`config.mk`:
```
export PLATFORM = sky130hd
export DESIGN_NAME = relu_pool_serializer
export DESIGN_NICKNAME = d
export VERILOG_FILES = /design/src/rtl/relu_pool_serializer.sv
export SDC_FILE = /design/constraint.sdc
export NUM_CORES = 1
export LEC_CHECK = 0
export BUFFER_PORTS_ARGS = -buffer_cell sky130_fd_sc_hd__buf_4
export CAP_MARGIN = 10
export CORE_ASPECT_RATIO = 0.75
export CORE_MARGIN = 8
export CORE_UTILIZATION = 44
export DETAILED_ROUTE_END_ITERATION = 10
export PLACE_DENSITY = 0.74
export SKIP_LAST_GASP = 1
export SYNTH_ARGS = -nofsm -noshare
export SYNTH_HDL_FRONTEND = slang
export SYNTH_SLANG_ARGS = --single-unit
export TNS_END_PERCENT = 30
```
`constraint.sdc`:
```
create_clock -name clk_i -period 1.6 [get_ports clk_i]
set_input_delay 0.32 -clock clk_i [delete_from_list [all_inputs] [get_ports clk_i]]
set_output_delay 0.32 -clock clk_i [all_outputs]
set_load 0.02 [all_outputs]
```
`src/rtl/relu_pool_serializer.sv`:
```
// relu_pool_serializer: captures a conv output vector, max-pools it and streams pooled words one per cycle.
// Optional ReLU at capture is enabled by defining RELU_EN.
module relu_pool_serializer #(
    parameter int NUM_INPUTS = 2,
    parameter int WORD_SIZE  = 16,
    parameter int POOL_SIZE  = 1
) (
    input  logic                                 clk_i,
    input  logic                                 reset_i,
    input  logic                                 valid_i,
    output logic                                 yumi_o,
    input  logic [NUM_INPUTS-1:0][WORD_SIZE-1:0] data_i,
    output logic                                 valid_o,
    input  logic                                 ready_i,
    output logic [WORD_SIZE-1:0]                 data_o,
    output logic                                 last_o
);
    localparam int POOL = (POOL_SIZE < 1) ? 1 : POOL_SIZE;
    localparam int NUM_OUT = NUM_INPUTS / POOL;
    localparam int IDX_W = $clog2(NUM_OUT + 1);
    localparam logic [IDX_W-1:0] LAST_IDX = IDX_W'(NUM_OUT - 1);

    if (POOL_SIZE < 1 || NUM_INPUTS % POOL != 0) begin : g_bad_cfg
        $error("POOL_SIZE must be >= 1 and divide NUM_INPUTS");
    end

    typedef enum logic {eEMPTY, eSEND} state_e;

    state_e                               ps_q, ps_d;
    logic [IDX_W-1:0]                     idx_q, idx_d;
    logic [NUM_INPUTS-1:0][WORD_SIZE-1:0] buf_q, buf_d;
    logic [NUM_OUT-1:0][WORD_SIZE-1:0]    pool_max;
    logic                                 at_last, fire;

    // Handshakes and next state; a new vector is accepted while the last word of the old one leaves.
    always_comb begin
        valid_o = (ps_q == eSEND);
        at_last = valid_o && (idx_q == LAST_IDX);
        fire    = valid_o && ready_i;
        yumi_o  = !reset_i && valid_i && (ps_q == eEMPTY || (fire && at_last));
        ps_d    = ps_q;
        idx_d   = idx_q;
        buf_d   = buf_q;
        if (yumi_o) begin
            ps_d  = eSEND;
            idx_d = '0;
            buf_d = data_i;
`ifdef RELU_EN
            for (int k = 0; k < NUM_INPUTS; k++)
                if (data_i[k][WORD_SIZE-1]) buf_d[k] = '0;
`endif
        end else if (fire) begin
            ps_d  = at_last ? eEMPTY : eSEND;
            idx_d = at_last ? '0 : idx_q + 1'b1;
        end
    end

    // Signed maximum over each non-overlapping pooling window of the holding register.
    always_comb begin
        for (int o = 0; o < NUM_OUT; o++) begin
            pool_max[o] = buf_q[o*POOL];
            for (int j = 1; j < POOL; j++)
                if ($signed(buf_q[o*POOL+j]) > $signed(pool_max[o])) pool_max[o] = buf_q[o*POOL+j];
        end
    end

    // Select the current pooled word; outputs are zero when nothing is being offered.
    always_comb begin
        data_o = '0;
        for (int o = 0; o < NUM_OUT; o++)
            if (valid_o && idx_q == IDX_W'(o)) data_o = pool_max[o];
        last_o = at_last;
    end

    // State, index and holding register; reset discards any in-flight vector.
    always_ff @(posedge clk_i or posedge reset_i) begin
        if (reset_i) begin
            ps_q  <= eEMPTY;
            idx_q <= '0;
            buf_q <= '0;
        end else begin
            ps_q  <= ps_d;
            idx_q <= idx_d;
            buf_q <= buf_d;
        end
    end
endmodule

```
=== Word level (Yosys, flattened, before mapping) ===
Index checks and enable logic that the tools add are counted.
W data, S select, Z words.

* Flip-flop bits (word level): 35
* Word-level logic and storage cells: 25

* Mux-type cells: 8
* Bitwise logic cells: 1
* Equality and inequality tests: 1
* Reductions and logical operators: 10
* $add $sub $neg: 1

{| class="wikitable"
|+ Operators with widths
! kind !! number
|-
| $mux W16 || 2
|-
| $logic_and A1 B1 Y1 || 6
|-
| $mux W2 || 3
|-
| $mux W1 || 3
|-
| $add A2 B1 Y2 const B || 1
|-
| $eq A2 B1 Y1 const B || 1
|-
| $logic_not A2 Y1 || 1
|-
| $reduce_bool A2 Y1 || 1
|-
| $logic_not A1 Y1 || 1
|-
| $logic_or A1 B1 Y1 || 1
|-
| $not A1 Y1 || 1
|}

=== Longest topological paths before layout ===
Gate-level depths: netlist of run 1.

* Depth after elaboration: 6
* Mapped depth: 4
* Gate-level depth less buffers: 3

=== Least setup slack after synthesis of run 1 ===
No wires, ideal clock.

* Path type: reg-to-output
* Start: register ps_q, in the netlist valid_o
* End: output port data_o[10]
* Cell stages (with the launch flop): 5
* Data arrival time: 1407 ps
* Path buffers: 2
* Path slack: -127 ps
* Cells stage by stage: dfrtp_1 -> and3b_1 -> buf_2 -> buf_2 -> a22o_1

{| class="wikitable"
|+ RTL lines
! element !! line !! text
|-
| from (decl) || 29 || <nowiki>state_e ps_q, ps_d;</nowiki>
|-
| from (signal assigned) || 78 || <nowiki>ps_q <= eEMPTY;</nowiki>
|-
| from (signal assigned) || 82 || <nowiki>ps_q <= ps_d;</nowiki>
|-
| $logic_and A1 B1 Y1 || - ||
|-
| via last_o || 16 || <nowiki>output logic last_o</nowiki>
|-
| $mux W16 || 71 || <nowiki>if (valid_o && idx_q == IDX_W'(o)) data_o = pool_max[o];</nowiki>
|-
| to (decl) || 15 || <nowiki>output logic [WORD_SIZE-1:0] data_o,</nowiki>
|}

The timed path passes the listed nets, and every way through them passes these cells.

=== Final worst setup path of run 1 ===
* Start: register ps_q, in the netlist valid_o
* End: output port data_o[14]

* Longest elaborated chain between the ends: 3

{| class="wikitable"
|+ RTL lines
! element !! line
|-
| $logic_and A1 B1 Y1 || 71
|-
| $mux W16 || 71
|-
| $mux W16 * || 71
|}

Mark *: on every way between the ends. The rest lies on a longest branch, timed or not.

==> results of run 1 <==
[cell usage in the layout (no fill, tap or decap), types with 2 or more instances in the layout]
| cell type | netlist | final |
|---|---|---|
| buf_4 | 0 | 62 |
| dfrtp_1 | 35 | 33 |
| mux2_4 | 27 | 27 |
| a22o_1 | 16 | 14 |
| mux2_2 | 5 | 5 |
| clkbuf_8 | 0 | 5 |
| nand2_1 | 4 | 4 |
| buf_12 | 0 | 4 |
| nor2_1 | 2 | 2 |
| a22o_4 | 0 | 2 |
| bufinv_16 | 0 | 2 |
| clkbuf_16 | 0 | 2 |
| dfrtp_2 | 0 | 2 |
[what timing repair did]
action / CTS / global route
cloned: 0 / 2
setup endpoints to repair: 18 / 50
setup buffers: 4 / 2
pin swaps: 1 / 2
resized for setup: 1 / 2
[layout make-up]
cell class              instances  area, µm²  share of cell area (%)
clock buffers                   6       72.6                    3.02
inverters                       1       3.75                   0.156
multi-input cells              61        718                    29.9
flip-flops and latches         35        878                    36.5
well taps                      52       65.1                    2.71
repair buffers                 69        607                    25.2
clock inverters                 2       60.1                    2.50
[power by group through the flow]
stage / clock [µW] / sequential, µW / combinational (µW)
4_1_cts: 944 / 1610 / 2420
3_5_place_dp: 0 / 1630 / 2350
5_1_grt: 1000 / 1670 / 2700
3_3_place_gp: 0 / 1610 / 2320
2_1_floorplan: 0 / 1550 / 1570
6_report: 926 / 1610 / 2560
[layer usage]
layer  global-route usage (%)  part of all wire, %  vias to the layer above
met3                     4.26                  5.6                        2
met4                     4.49                 0.57                        0
met1                     16.1                   45                      551
li1                         -                    -                      515
met5                        0                    0                        -
met2                     20.8                   49                       26
[tightest hold or removal path: stages]
cell and delay (ps):
buf_4 110, inv_1 40, buf_4 380
[kinds of logic (layout without fill, tap and decap cells)]
family	Yosys count	count (layout)	synth area share, %
DFF	35	35	53.6
muxes	32	32	28.3
AOI/OAI and AO/OA	17	17	9.58
and+or+nand+nor	11	11	4.06
buffers and inverters	7	78	3.91
xor gates and xnor gates	1	1	0.536
[registers in the layout, indices dropped and copies added, names as in the netlist]
name and count:
buf_q 32, idx_q 2, valid_o 1
[metrics by stage]
stage | setup TNS, ps | setup WS, ps | instances | cell area (µm²)
2_1_floorplan | -62.8 | -8.97 | 103 | 1660
5_1_grt | -8750 | -318 | 226 | 2400
4_1_cts | -4100 | -234 | 222 | 2330
6_report | -6840 | -274 | 226 | 2400
3_5_place_dp | 0 | 19.7 | 210 | 2170
3_3_place_gp | 0 | 47.7 | 210 | 2170
[final timing paths]
check	cells past startpoint	to	slack [ps]	start
worst max register to register	6	buf_q[21]	-100	valid_o
worst max-delay path	4	data_o[14]	-270	valid_o
max in group asynchronous	3	idx_q[0]	1120	reset_i
worst min-delay path	3	buf_q[18]	150	reset_i
min in group clk_i	2	buf_q[4]	270	data_i[4]
worst min register to register	1	buf_q[13]	510	buf_q[13]
==> impl_metrics.csv, run 1 <==
group,metric,value,unit
yosys,synthTopCellsByArea,"dfrtp_1 (54%), mux2_4 (25%), a22o_1 (8.6%)",
final_layout,fin_util,66.6,%
place,place_hpwl,2680,µm
routing,dr.pass1.iters,4,
clocking,cts_hold_buf,0,
clocking,path_clk_slew,70,ps
die,die_w,86.3,µm
die,die_y,68.8,µm
timing,timing.final.crit_share,117,%
yosys,yosys_register_bits,35,
final_layout,fill_cells,277,
clocking,h-tree-depth,2,
routing,via_per_inst,4.84,
timing,max_slew_margin,71.1,%
global_route,overflow,0,
routing,antenna_left,0,
yosys,netlist.area_leader.share,53.6,%
yosys,async_flop_share,100,%
global_route,grt_pass1_vias,1199,
worst_setup_path,cp.required,1280,ps
die,io_pins,55,
yosys,yosysWarnings,0,
yosys,seq_area_frac_synth,53.6,%
pwr,power_switching,1630,µW
yosys,synth_top_area_cell,"dfrtp_1",
final_layout,area_growth,47.3,%
routing,drt_iter0_drc,66,
global_route,grt_start_max_net_pins,36,
clocking,tritoncts,"done",
clocking,insertion_delay,280,ps
yosys,syn_inst,103,
worst_setup_path,worst-path-buf-inv,2,
worst_setup_path,endpoint_kind,"output pin",
worst_setup_path,cp_data_arrival_time,1550,ps
worst_setup_path,start_kind,"flop",
die,die_area,0.00594,mm²
yosys,syn_nets,139,
global_route,track_usage,12.9,%
run_status,violations,"setup timing",
worst_setup_path,cp_slowest_cell,"dfrtp_2",
clocking,numCtsBuffers,5,
timing,fmax,534,MHz
worst_setup_path,crit_family,"flip-flops",
pwr,p_leak,0.00118,µW
timing,fin_skew,5.00,ps
yosys,yosys-top-cells-count,"dfrtp_1 (35), mux2_4 (27), a22o_1 (16)",
pwr,p_seq_share,31.6,%
routing,drc,0,
pwr,peakVddDrop,1010,µV
final_layout,diodes,0,
place,portBuffers,54,
yosys,synth_ff_type,"dfrtp_1",
worst_setup_path,crit_chain,"and3b_2 > clkbuf_16 > a22o_1 > buf_4",
timing,worstMarginPinSlew,434,ps
global_route,grt_pass1_wl,5860,µm
pwr,switching_share,32.0,%
routing,wl_per_cell,17.2,µm
timing,finalHoldViolations,0,
worst_setup_path,worstSetupPathType,"flop to output pin",
pwr,p_int,3470,µW
pwr,power,5100,µW
yosys,synth_edf_count,0,
clocking,clock_sinks,35,
timing,setup_viol,50,
timing,holdWs,148,ps
run_status,status,"complete, but fails checks",
die,rows,19,
yosys,synthMostInstantiatedCell,"dfrtp_1",
final_layout,nets,209,
pwr,power_density,2120,mW/mm²
worst_setup_path,cp_slowest_stage_delay,440,ps
yosys,syn_area_per_cell,15.9,µm²
die,initial_core_util,45.2,%
routing,drt-total-wl,3890,µm
yosys,synth_area,0.00163,mm²
pwr,pwr-share-comb,50.2,%
job,drv_cap,0,
die,core-area,0.00361,mm²
pwr,p_clk_share,18.2,%
worst_setup_path,critPathMaxFanout,8,
routing,routed-via-count,1094,
clocking,clock_path_buffers,2,
min_path,min_path_type,"primary input to asynchronous set/reset pin",
timing,rsz0062_at_grt,"yes",
place,gp_congestion,0.754,
yosys,synth_cell_types,16,
timing,period_minus_slack,1870,ps
clocking,cts-root-buf,"clkbuf_8",
timing,slew_viol_final,0,
timing,postLayoutSetupSlackWorst,-274,ps
global_route,antenna_found_initial,0,
final_layout,drive_above_1_share,66.7,%
(Power assumes the default switching activity.)
==> run 2: changes to the inputs <==
- PLACE_DENSITY: 0.74 -> 0.77
==> impl_metrics.csv, run 2 (same netlist as run 1, synthesis figures left out) <==
group,metric,value,unit
run_status,status,"complete, but fails checks",
run_status,violations,"setup timing",
final_layout,nets,209,
timing,postLayoutSetupSlackWorst,-240,ps
routing,via_per_inst,4.85,
final_layout,final_cell_mix,"buf_4 (59), dfrtp_1 (34), mux2_4 (27)",
global_route,use_met3,8.64,%
clocking,numCtsBuffers,5,
global_route,grt.busiest_layer,"met2",
routing,drc,0,
clocking,cts-root-buf,"clkbuf_8",
routing,routed-via-count,1092,
routing,dr.pass1.iters,4,
clocking,path_clk_slew,60,ps
pwr,power,4650,µW
die,die_y,68.8,µm
routing,antenna_left,0,
place,gp_congestion,0.722,
routing,wl_per_cell,16.6,µm
global_route,use_met2,18.8,%
timing,holdWs,145,ps
place,place_hpwl,2800,µm
global_route,grt_pass1_wl,6090,µm
final_layout,top_register,"buf_q",
final_layout,largest_reg_flops,32,
timing,finalHoldViolations,0,
clocking,h-tree-depth,2,
worst_setup_path,endpoint_kind,"output pin",
place,portBuffers,54,
worst_setup_path,cp.required,1280,ps
final_layout,drive_above_1_share,64.7,%
min_path,min_path_type,"primary input to asynchronous set/reset pin",
timing,fin_skew,4.21,ps
timing,rsz0062_at_grt,"yes",
die,core-area,0.00361,mm²
global_route,antenna_found_initial,0,
die,rows,19,
die,die_w,86.3,µm
worst_setup_path,critPathMaxFanout,9,
pwr,peakVddDrop,1150,µV
global_route,grt_pass1_vias,1227,
final_layout,final_area,0.00229,mm²
timing,max_slew_margin,70.9,%
worst_setup_path,cp_data_arrival_time,1520,ps
job,drv_cap,0,
clocking,clock_path_buffers,2,
final_layout,diodes,0,
worst_setup_path,worstSetupPathType,"flop to output pin",
timing,period_minus_slack,1840,ps
final_layout,mostFrequentLayoutCell,"buf_4",
timing,timing.final.crit_share,115,%
timing,setup_viol,50,
timing,slew_viol_final,0,
clocking,clock_sinks,35,
timing,worstMarginPinSlew,436,ps
pwr,p_leak,0.00113,µW
place,place_area,0.00216,mm²
routing,drt_iter0_drc,29,
timing,fmax,544,MHz
die,die_area,0.00594,mm²
worst_setup_path,start_kind,"flop",
routing,drt-total-wl,3740,µm
pwr,power_density,2020,mW/mm²
die,initial_core_util,45.2,%
clocking,tritoncts,"done",
clocking,insertion_delay,280,ps
die,io_pins,55,
global_route,grt_use_met1,16.7,%
final_layout,fin_util,63.5,%
global_route,overflow,0,
global_route,track_usage,13.4,%
final_layout,area_growth,40.5,%
global_route,grt_start_max_net_pins,36,
run 2: worst paths after layout:
| path | startpoint | to | slack (ps) | cells past startpoint |
|---|---|---|---|---|
| setup reg to reg | idx_q[1] | buf_q[24] | -110 | 5 |
| min in group clk_i | data_i[20] | buf_q[20] | 270 | 2 |
| hold reg to reg | buf_q[30] | buf_q[30] | 510 | 1 |
| max in group asynchronous | reset_i | valid_o | 1120 | 3 |
| hold / removal | reset_i | buf_q[20] | 150 | 3 |
| setup / recovery | idx_q[0] | data_o[13] | -240 | 5 |
run 2: repair_timing:
item | CTS | global route
hold buffers | 0 | 0
endpoints found under the setup margin | 18 | 46
gates resized for setup | 1 | 9
setup buffers | 0 | 3
pin swaps | 0 | 1
run 2: area by class of cell:
| class | count | area [µm²] |
|---|---|---|
| Multi-Input combinational cell | 61 | 717 |
| Timing Repair Buffer | 69 | 556 |
| Inverter | 1 | 3.75 |
| Sequential cell | 35 | 877 |
| Fill cell | 287 | 1320 |
| Clock buffer | 7 | 76.3 |
| Tap cell | 52 | 65.1 |
run 2: critical path: stages (launching register included):
cell	delay, ps
dfrtp_1	400
buf_6	130
nor3b_4	230
buf_6	180
a22o_1	160
buf_4	140
run 2: where the power goes:
group / leakage [µW] / switching [µW] / internal (µW)
Combinational: 0.000681 / 1050 / 1450
Clock: 0.0000383 / 278 / 299
Sequential: 0.000414 / 253 / 1320
run 2: through the flow:
step	std cells	TNS [ps]	setup slack, ps
after global placement	215	0	77.6
after global routing	225	-9940	-305
after detailed placement	215	0	42.0
after CTS	222	-3620	-240
after floorplan	103	-62.8	-8.97
final	225	-5770	-240
run 2: routing by layer:
metal  routed length [µm]  vias to the layer above
li1                     -                      510
met1                 1710                      537
met2                 1580                       43
met3                  428                        2
met4                   17                        0
met5                    0                        -
